## config.mk

```make
export PLATFORM = sky130hd
export DESIGN_NAME = bitplane_raster_fifo
export DESIGN_NICKNAME = d
export VERILOG_FILES = /design/src/rtl/bitplane_raster_fifo.sv
export SDC_FILE = /design/constraint.sdc
export NUM_CORES = 1
export LEC_CHECK = 0
export BUFFER_PORTS_ARGS = -buffer_cell sky130_fd_sc_hd__buf_4
export CORE_UTILIZATION = 30
export DETAILED_ROUTE_END_ITERATION = 16
export MAX_ROUTING_LAYER = met4
export SLEW_MARGIN = 0
export SYNTH_ARGS = -nofsm -noshare
export SYNTH_HDL_FRONTEND = slang
export SYNTH_SLANG_ARGS = --single-unit
```

## constraint.sdc

```tcl
create_clock -name clk -period 3.2 [get_ports clk]
set_input_delay 0.48 -clock clk [delete_from_list [all_inputs] [get_ports clk]]
set_output_delay 0.48 -clock clk [all_outputs]
set_load 0.05 [all_outputs]
```

## src/rtl/bitplane_raster_fifo.sv

```systemverilog
// Bitplane-to-raster converter: prefetches RAM words over a valid/req handshake and
// unpacks them MSB-first into 1/2/4/8/16-bpp pixels with 1-4x horizontal repeat.
module bitplane_raster_fifo #(
    parameter  int DATA_W = 16,
    localparam int PTR_W  = $clog2(DATA_W)
) (
    input  logic              clk,
    input  logic              reset,
    input  logic [3:0]        pc_ena,
    input  logic              line_start,
    input  logic              pixel_in_ena,
    input  logic              enable_in,
    input  logic [2:0]        mode,
    input  logic [1:0]        h_scale,
    input  logic [7:0]        bg_colour,
    input  logic [9:0]        x_in,
    input  logic [DATA_W-1:0] word_in,
    input  logic              word_valid,
    output logic              word_req,
    output logic [15:0]       pixel_out,
    output logic              mode_16bit,
    output logic              pixel_out_ena,
    output logic              enable_out,
    output logic [9:0]        x_out,
    output logic              underrun
);

    logic [DATA_W-1:0] cur_word;
    logic [DATA_W-1:0] pref_word;
    logic              cur_empty;
    logic              buf_full;
    logic [PTR_W-1:0]  ptr;
    logic [1:0]        scale_cnt;

    logic              strobe;
    logic              active;
    logic [PTR_W:0]    bpp;
    logic [PTR_W:0]    ptr_sum;
    logic              wrap;
    logic [DATA_W-1:0] shifted;
    logic [15:0]       top_bits;
    logic [15:0]       pixel_val;

    assign word_req = ~buf_full;

    always_comb begin
        strobe = (pc_ena == 4'd0);
        bpp    = '0;
        case (mode)
            3'd1:    bpp = (PTR_W+1)'(1);
            3'd2:    bpp = (PTR_W+1)'(2);
            3'd3:    bpp = (PTR_W+1)'(4);
            3'd4:    bpp = (PTR_W+1)'(8);
            3'd5:    bpp = (PTR_W+1)'(16);
            default: bpp = '0;
        endcase
        active = (bpp != '0);

        // The current pixel always sits in the top bits after shifting the word left by ptr.
        shifted  = cur_word << ptr;
        top_bits = shifted[DATA_W-1 -: 16];

        pixel_val = 16'h0000;
        case (mode)
            3'd1:    pixel_val = {12'h000, top_bits[15] ? bg_colour[7:4] : bg_colour[3:0]};
            3'd2:    pixel_val = {8'h00, bg_colour[7:2], top_bits[15:14]};
            3'd3:    pixel_val = {8'h00, bg_colour[7:4], top_bits[15:12]};
            3'd4:    pixel_val = {8'h00, top_bits[15:8]};
            3'd5:    pixel_val = top_bits;
            default: pixel_val = 16'h0000;
        endcase

        ptr_sum = {1'b0, ptr} + bpp;
        // A mid-line mode change can leave ptr unaligned, so treat overshoot as a wrap too.
        wrap    = (ptr_sum >= (PTR_W+1)'(DATA_W));
    end

    always_ff @(posedge clk) begin
        if (reset) begin
            cur_word      <= '0;
            pref_word     <= '0;
            cur_empty     <= 1'b1;
            buf_full      <= 1'b0;
            ptr           <= '0;
            scale_cnt     <= 2'd0;
            underrun      <= 1'b0;
            pixel_out     <= 16'h0000;
            mode_16bit    <= 1'b0;
            pixel_out_ena <= 1'b0;
            enable_out    <= 1'b0;
            x_out         <= 10'd0;
        end else begin
            if (!buf_full && word_valid) begin
                pref_word <= word_in;
                buf_full  <= 1'b1;
            end
            if (cur_empty && buf_full) begin
                cur_word  <= pref_word;
                ptr       <= '0;
                cur_empty <= 1'b0;
                buf_full  <= 1'b0;
            end

            if (strobe) begin
                x_out         <= x_in;
                pixel_out_ena <= pixel_in_ena;
                mode_16bit    <= (mode == 3'd5);

                if (line_start) begin
                    cur_empty  <= 1'b1;
                    buf_full   <= 1'b0;
                    ptr        <= '0;
                    scale_cnt  <= 2'd0;
                    underrun   <= 1'b0;
                    pixel_out  <= 16'h0000;
                    enable_out <= 1'b0;
                end else if (!pixel_in_ena || !enable_in || !active) begin
                    pixel_out  <= 16'h0000;
                    enable_out <= 1'b0;
                end else if (cur_empty) begin
                    pixel_out  <= {8'h00, bg_colour};
                    enable_out <= 1'b1;
                    underrun   <= 1'b1;
                end else begin
                    pixel_out  <= pixel_val;
                    enable_out <= 1'b1;
                    if (scale_cnt == h_scale) begin
                        scale_cnt <= 2'd0;
                        if (wrap) begin
                            ptr <= '0;
                            if (buf_full) begin
                                cur_word <= pref_word;
                                buf_full <= 1'b0;
                            end else begin
                                cur_empty <= 1'b1;
                            end
                        end else begin
                            ptr <= ptr_sum[PTR_W-1:0];
                        end
                    end else begin
                        scale_cnt <= scale_cnt + 2'd1;
                    end
                end
            end
        end
    end

endmodule

```

==> summary.txt, run 1 <==
Drt first pass iters -> 5
P_int -> 1.69 mW
Synth area leaders -> dfxtp_1 (36%), mux2i_1 (10%), nand2_1 (6.8%)
Seq pwr share -> 41.6%
Post-Place Cells -> 687
Port bufs -> 79
CP startpoint -> ptr[0]$_SDFF_PP0_
Pwr dens -> 444 mW/mm^2
Worst Skew -> 0.00497 ns
Vias after detailed routing -> 3,609
R2R Setup Slk -> 0.47 ns
Final Instance Count excl. Fillers -> 702
Later-pin clock latency in the skew report -> 0.33 ns
Yosys top cell area share -> 36.4%
Starting DRT DRC Count -> 226
Clock-pin slew on the worst setup and hold paths -> 0.06 ns
Hold_ws -> 0.391 ns
Layout cell share with drive strength beyond 1 -> 24.3%
Die Y -> 115 microns
Setup Viol. Count Final -> 0
Quantity of hold-fixing buffers added after cts -> 0
Critical Path AT -> 2.92 ns
Crit path kind -> flip-flop to flip-flop
Ant. Diodes -> 0
Core ar. -> 0.0126 sq mm
HP Start -> x_in[3]
EDFF count, synth -> 0
Fmax -> 367 MHz
Clk pwr share -> 48.8%
Final Cycle Share -> 85.3%
Syn Inst Count -> 454
Yosys warns -> 0
Htree depth -> 3
Startpoint type of the worst setup path -> flip-flop
Slew at the pin closest to its max-slew limit -> 1.04 ns
Worst Path Required -> 3.39 ns
CTS Buf Count -> 9
CTS sink cnt -> 70
Post-synth cell types -> 56
Asr flop ratio synth -> 0%
Synth area leader -> dfxtp_1
Leakage power -> 2.00 nW
Syn nets -> 508
RR Startpoint -> ptr[0]$_SDFF_PP0_
Setup TNS Final -> 0 ns
Yosys reg bits -> 70
GR Overflow Total -> 0
CP Capture Type -> flip-flop
Met3 Use GR -> 3.64%
GRT Total Usage -> 17.3%
Peak fanout along the critical path -> 16
Pin count of the biggest net entering global routing -> 72
Met2 usage -> 25.5%
RePlAce Congestion -> 0.915
Synth Area per Inst -> 8.48 sq um
Mapped Area -> 0.00385 sq mm
Core Util, Final -> 39.3%
RSZ-0062 raised after global routing -> no
TritonCTS clock tree -> done
Rel. slew slack -> 30.5%
Effective utilization at floorplan -> 30.6%
Net Sw Frac -> 22.9%
First-pass GRT wire length -> 17,400 microns
Register Area -> 0.00140 sq mm
Status -> finished clean
Placement Rows -> 41
HPWL Detailed -> 7970 microns
# fillers -> 1,301
Die area -> 0.0133 sq mm
PostCTS Resize Cnt -> 0
Area growth syn-to-layout -> 28.1%
Top_reg_cell synth -> dfxtp_1
Tmin final -> 2.73 ns
CTS root buf -> clkbuf_16
CTS Buffer Depth -> 2
Vias per inst -> 5.14
Postcts setup bufs -> 0
Maximum capacitance violations -> 0
Hold WC Path Type -> primary input to flip-flop
Hold Fails Final Rpt -> 0
Nets -> 580
Multi-input logic area -> 0.00228 sq mm
Final Max Slew Viols -> 0
DRT antenna net count -> 0
Switching pwr -> 501 uW
Global route hottest layer -> met2
Logic pwr share -> 9.6%
Drt total wl -> 10,700 microns
Seq/Total Area, Yosys -> 36.4%
WL/cell -> 15.2 microns
Vias in the first global route -> 3,442
DRC Markers -> 0
Die width -> 115 microns
GR Util met1 -> 22.2%
Ports -> 80
Initial antenna violation count -> 0
Peak supply drop -> 0.000259 V
==> power by group through the flow <==
stage                     registers, mW  logic (mW)  clock network [mW]
after floorplan                   0.936       0.117                   0
after global placement            0.929       0.208                   0
after detailed placement          0.930       0.211                   0
after CTS                         0.911       0.212                1.09
after global routing              0.913       0.232                1.13
final                             0.911       0.211                1.07
==> layout by cell type (no fill, tap or decap), types with 3 or more instances in the layout <==
cell type	n
mux4_2	7
xnor2_1	3
mux2_2	8
nand3_1	5
a22oi_1	20
o22ai_1	6
xor2_1	3
or3_1	3
mux2i_1	39
o21ai_0	6
dfxtp_1	70
a21oi_1	38
nand2b_1	12
ha_1	4
nor3_1	8
inv_1	7
a31o_2	3
clkbuf_16	9
a21o_1	3
nand2_1	70
a221oi_1	4
nor2b_1	7
buf_4	92
nor2_1	52
a222oi_1	4
==> cell type report <==
| cell class | count | share of cell area, % |
|---|---|---|
| multi-input combinational | 346 | 46.2 |
| sequential | 70 | 28.4 |
| timing repair buffer | 92 | 14.0 |
| clock buffer | 10 | 4.84 |
| tap | 172 | 4.36 |
| clock inverter | 5 | 1.67 |
| inverter | 7 | 0.533 |
==> routing by layer <==
metal	vias up	share of wire (%)
met1	1697	46
met2	106	47
met4	0	2.7
met3	24	4.6
met5	-	0
li1	1782	-
==> synthesized netlist by cell type, types with 3 or more instances <==
cell	n
dfxtp_1	70
nand2_1	70
nor2_1	52
mux2i_1	39
a21oi_1	38
clkbuf_1	24
a22oi_1	20
nand2b_1	12
mux2_2	8
nor3_1	8
inv_1	7
mux4_2	7
nor2b_1	7
o21ai_0	6
o22ai_1	6
nand3_1	5
a221oi_1	4
a222oi_1	4
ha_1	4
a21o_1	3
a31o_2	3
buf_2	3
or3_1	3
xnor2_1	3
xor2_1	3
==> critical path: stages, from the launching register on <==
cell	delay [ns]
dfxtp_1	0.51
ha_1	0.34
fa_1	0.43
a21o_1	0.18
a21oi_1	0.17
xnor2_1	0.12
o41a_1	0.37
buf_4	0.23
mux2i_1	0.18
nor2_1	0.06
==> final timing paths <==
check / endpoint / cells after the start
hold reg to reg: pref_word[15]$_SDFFE_PP0P_ / 2
setup / recovery: cur_word[2]$_SDFF_PP0_ / 9
setup reg to reg: cur_word[2]$_SDFF_PP0_ / 9
hold / removal: x_out[3]$_SDFFE_PP0N_ / 3
==> through the flow <==
stage	area (sq um)	power [mW]	worst slack, ns
floorplan	3850	1.05	0.370
global placement	4610	1.14	0.267
detailed placement	4610	1.14	0.164
CTS	4930	2.21	0.440
global route	4930	2.27	0.260
finish	4930	2.19	0.472
==> flip-flops by register name (all words and copies together), names as in the netlist <==
register / flops
mode_16bit: 1
scale_cnt: 2
ptr: 4
pref_word: 16
pixel_out_ena: 1
underrun: 1
x_out: 10
enable_out: 1
cur_empty: 1
cur_word: 16
buf_full: 1
pixel_out: 16
==> kinds of logic after synthesis <==
| group | count (synthesis) | share of synthesized area, % |
|---|---|---|
| buffers and inverters | 38 | 4.61 |
| DFF | 70 | 36.4 |
| xor gates and xnor gates | 6 | 1.36 |
| AOI/OAI and AO/OA | 105 | 18.5 |
| and+or+nand+nor | 176 | 20.8 |
| muxes | 54 | 16.6 |
| adders and majority gates | 5 | 1.82 |
(Power assumes the default switching activity.)
==> inputs of run 2 (changes only) <==
--- a/config.mk
+++ b/config.mk
@@ -9,6 +9,7 @@
 export CORE_UTILIZATION = 30
 export DETAILED_ROUTE_END_ITERATION = 16
 export MAX_ROUTING_LAYER = met4
+export RECOVER_POWER = 50
 export SLEW_MARGIN = 0
 export SYNTH_ARGS = -nofsm -noshare
 export SYNTH_HDL_FRONTEND = slang
==> summary.txt, run 2 (same netlist as run 1, synthesis figures left out) <==
Status -> finished clean
CTS root buf -> clkbuf_16
TritonCTS clock tree -> done
Tmin final -> 2.80 ns (+0.0724 ns)
Setup Viol. Count Final -> 0 (unchanged)
DP Area -> 0.00461 sq mm (unchanged)
CTS sink cnt -> 70 (unchanged)
Drt first pass iters -> 6 (+1)
Area growth syn-to-layout -> 24.9%
Pwr Total -> 2.19 mW (-0.14%)
Drt total wl -> 10,700 microns (about the same)
Starting DRT DRC Count -> 243 (+7.5%)
Hold path endpoint -> x_out[3]$_SDFFE_PP0N_
PostCTS Resize Cnt -> 0 (unchanged)
Worst Skew -> 0.00488 ns (-0.0000861 ns)
Nets -> 580 (unchanged)
Peak fanout along the critical path -> 28 (+12)
Vias in the first global route -> 3,442 (unchanged)
CP Capture Type -> flip-flop
R2R Setup Slk -> 0.46 ns (about the same)
Worst r2r path cells -> 9 (unchanged)
Pin count of the biggest net entering global routing -> 72 (unchanged)
Worst Path Required -> 3.43 ns (+0.04 ns)
Final Max Slew Viols -> 0 (unchanged)
Core ar. -> 0.0126 sq mm (unchanged)
Placement Rows -> 41 (unchanged)
Hold WC Path Type -> primary input to flip-flop
Quantity of hold-fixing buffers added after cts -> 0 (unchanged)
Die Y -> 115 microns (unchanged)
WL/cell -> 15.2 microns (about the same)
Setup TNS Final -> 0 ns (unchanged)
Die width -> 115 microns (unchanged)
Ports -> 80 (unchanged)
Vias per inst -> 5.14 (unchanged)
Rel. slew slack -> 18.6% (-12 points)
Pwr dens -> 455 mW/mm^2 (+2.4%)
DRC Markers -> 0 (unchanged)
Critical Path AT -> 3.03 ns (+0.11 ns)
HPWL Detailed -> 7970 microns (unchanged)
RSZ-0062 raised after global routing -> no
Fmax -> 357 MHz (-2.6%)
Initial antenna violation count -> 0 (unchanged)
Peak supply drop -> 0.000258 V (about the same)
Die area -> 0.0133 sq mm (unchanged)
Leakage power -> 1.86 nW (-6.8%)
GR Overflow Total -> 0 (unchanged)
GRT Total Usage -> 17.3% (unchanged)
Reg-to-Reg End -> cur_word[2]$_SDFF_PP0_
Startpoint type of the worst setup path -> primary input
HP Start -> x_in[3]
Crit path kind -> primary input to flip-flop
Postcts setup bufs -> 0 (unchanged)
Final Cycle Share -> 87.5% (+2.3 points)
Slew at the pin closest to its max-slew limit -> 1.22 ns (+0.180 ns)
DRT antenna net count -> 0 (unchanged)
Clock-pin slew on the worst setup and hold paths -> 0.06 ns (about the same)
Htree depth -> 3 (unchanged)
Leading cell types in the layout, fill and taps excluded -> nand2_1 (70), dfxtp_1 (70), buf_4 (59)
Biggest regs -> cur_word (16), pixel_out (16), pref_word (16)
First-pass GRT wire length -> 17,400 microns (unchanged)
Port bufs -> 79 (unchanged)
Later-pin clock latency in the skew report -> 0.33 ns (about the same)
RR Startpoint -> ptr[0]$_SDFF_PP0_
Ant. Diodes -> 0 (unchanged)
Hold Fails Final Rpt -> 0 (unchanged)
CTS Buffer Depth -> 2 (unchanged)
Vias after detailed routing -> 3,609 (unchanged)
Layout cell share with drive strength beyond 1 -> 18.1% (-6.2 points)
# fillers -> 1,326 (+1.9%)
Final Instance Area -> 0.00481 sq mm (-2.5%)
CTS Buf Count -> 9 (unchanged)
Maximum capacitance violations -> 0 (unchanged)
RePlAce Congestion -> 0.915 (unchanged)
Effective utilization at floorplan -> 30.6% (unchanged)
Hold Crit Depth -> 3 (unchanged)
run 2: cell types whose count changed in the layout (fill, tap and decap cells not counted), sizes merged:
cell    delta
buf       -33
clkbuf    +33
run 2: where the power goes:
part / internal (mW) / switching (mW)
registers: 0.894 / 0.0169
logic: 0.0894 / 0.117
clock network: 0.701 / 0.368
run 2: layout make-up:
| type | instances | area, sq um | area share [%] |
|---|---|---|---|
| Sequential cell | 70 | 1400 | 29.1 |
| Clock inverter | 5 | 82.6 | 1.72 |
| Timing Repair Buffer | 92 | 571 | 11.9 |
| Multi-Input combinational cell | 346 | 2270 | 47.3 |
| Clock buffer | 10 | 239 | 4.97 |
| Inverter | 7 | 26.3 | 0.546 |
| Tap cell | 172 | 215 | 4.47 |
run 2: worst max-delay path by stage:
stage                            startpoint                   endpoint  slack, ns  depth (start not counted)
after detailed placement            mode[2]     cur_word[2]$_SDFF_PP0_       0.16                         13
after floorplan                     mode[0]     cur_word[6]$_SDFF_PP0_       0.37                         13
after global placement              mode[2]    cur_word[14]$_SDFF_PP0_       0.27                         13
after CTS                 ptr[0]$_SDFF_PP0_     cur_word[2]$_SDFF_PP0_       0.44                          9
after global routing              pc_ena[3]  pixel_out[2]$_SDFFE_PP0N_       0.20                          8
final                             pc_ena[3]  pixel_out[2]$_SDFFE_PP0N_       0.40                          8
run 2: layer usage:
layer / global-route usage, % / vias up / part of all wire, %
met5: - / - / 0
met4: 9.09 / 0 / 2.4
met3: 3.64 / 22 / 4.9
met2: 25.5 / 99 / 47
met1: 22.2 / 1704 / 46
li1: - / 1784 / -
run 2: worst max-delay path: stages:
cell      delay, ns
clkbuf_4       0.12
or4_1          0.74
clkbuf_1       0.58
nor3_1         0.34
buf_4          0.21
a22oi_1        0.10
nor4b_1        0.22
a221oi_1       0.25
run 2: metrics by stage:
step | hold WS, ns | setup slack, ns | std cells | utilization [%]
2_1_floorplan | 0.436 | 0.370 | 454 | -
3_3_place_gp | 0.444 | 0.267 | 687 | 36.7
3_5_place_dp | 0.447 | 0.164 | 687 | 36.7
4_1_cts | 0.379 | 0.440 | 702 | 39.3
5_1_grt | 0.387 | 0.198 | 702 | 38.3
6_report | 0.391 | 0.399 | 702 | 38.3
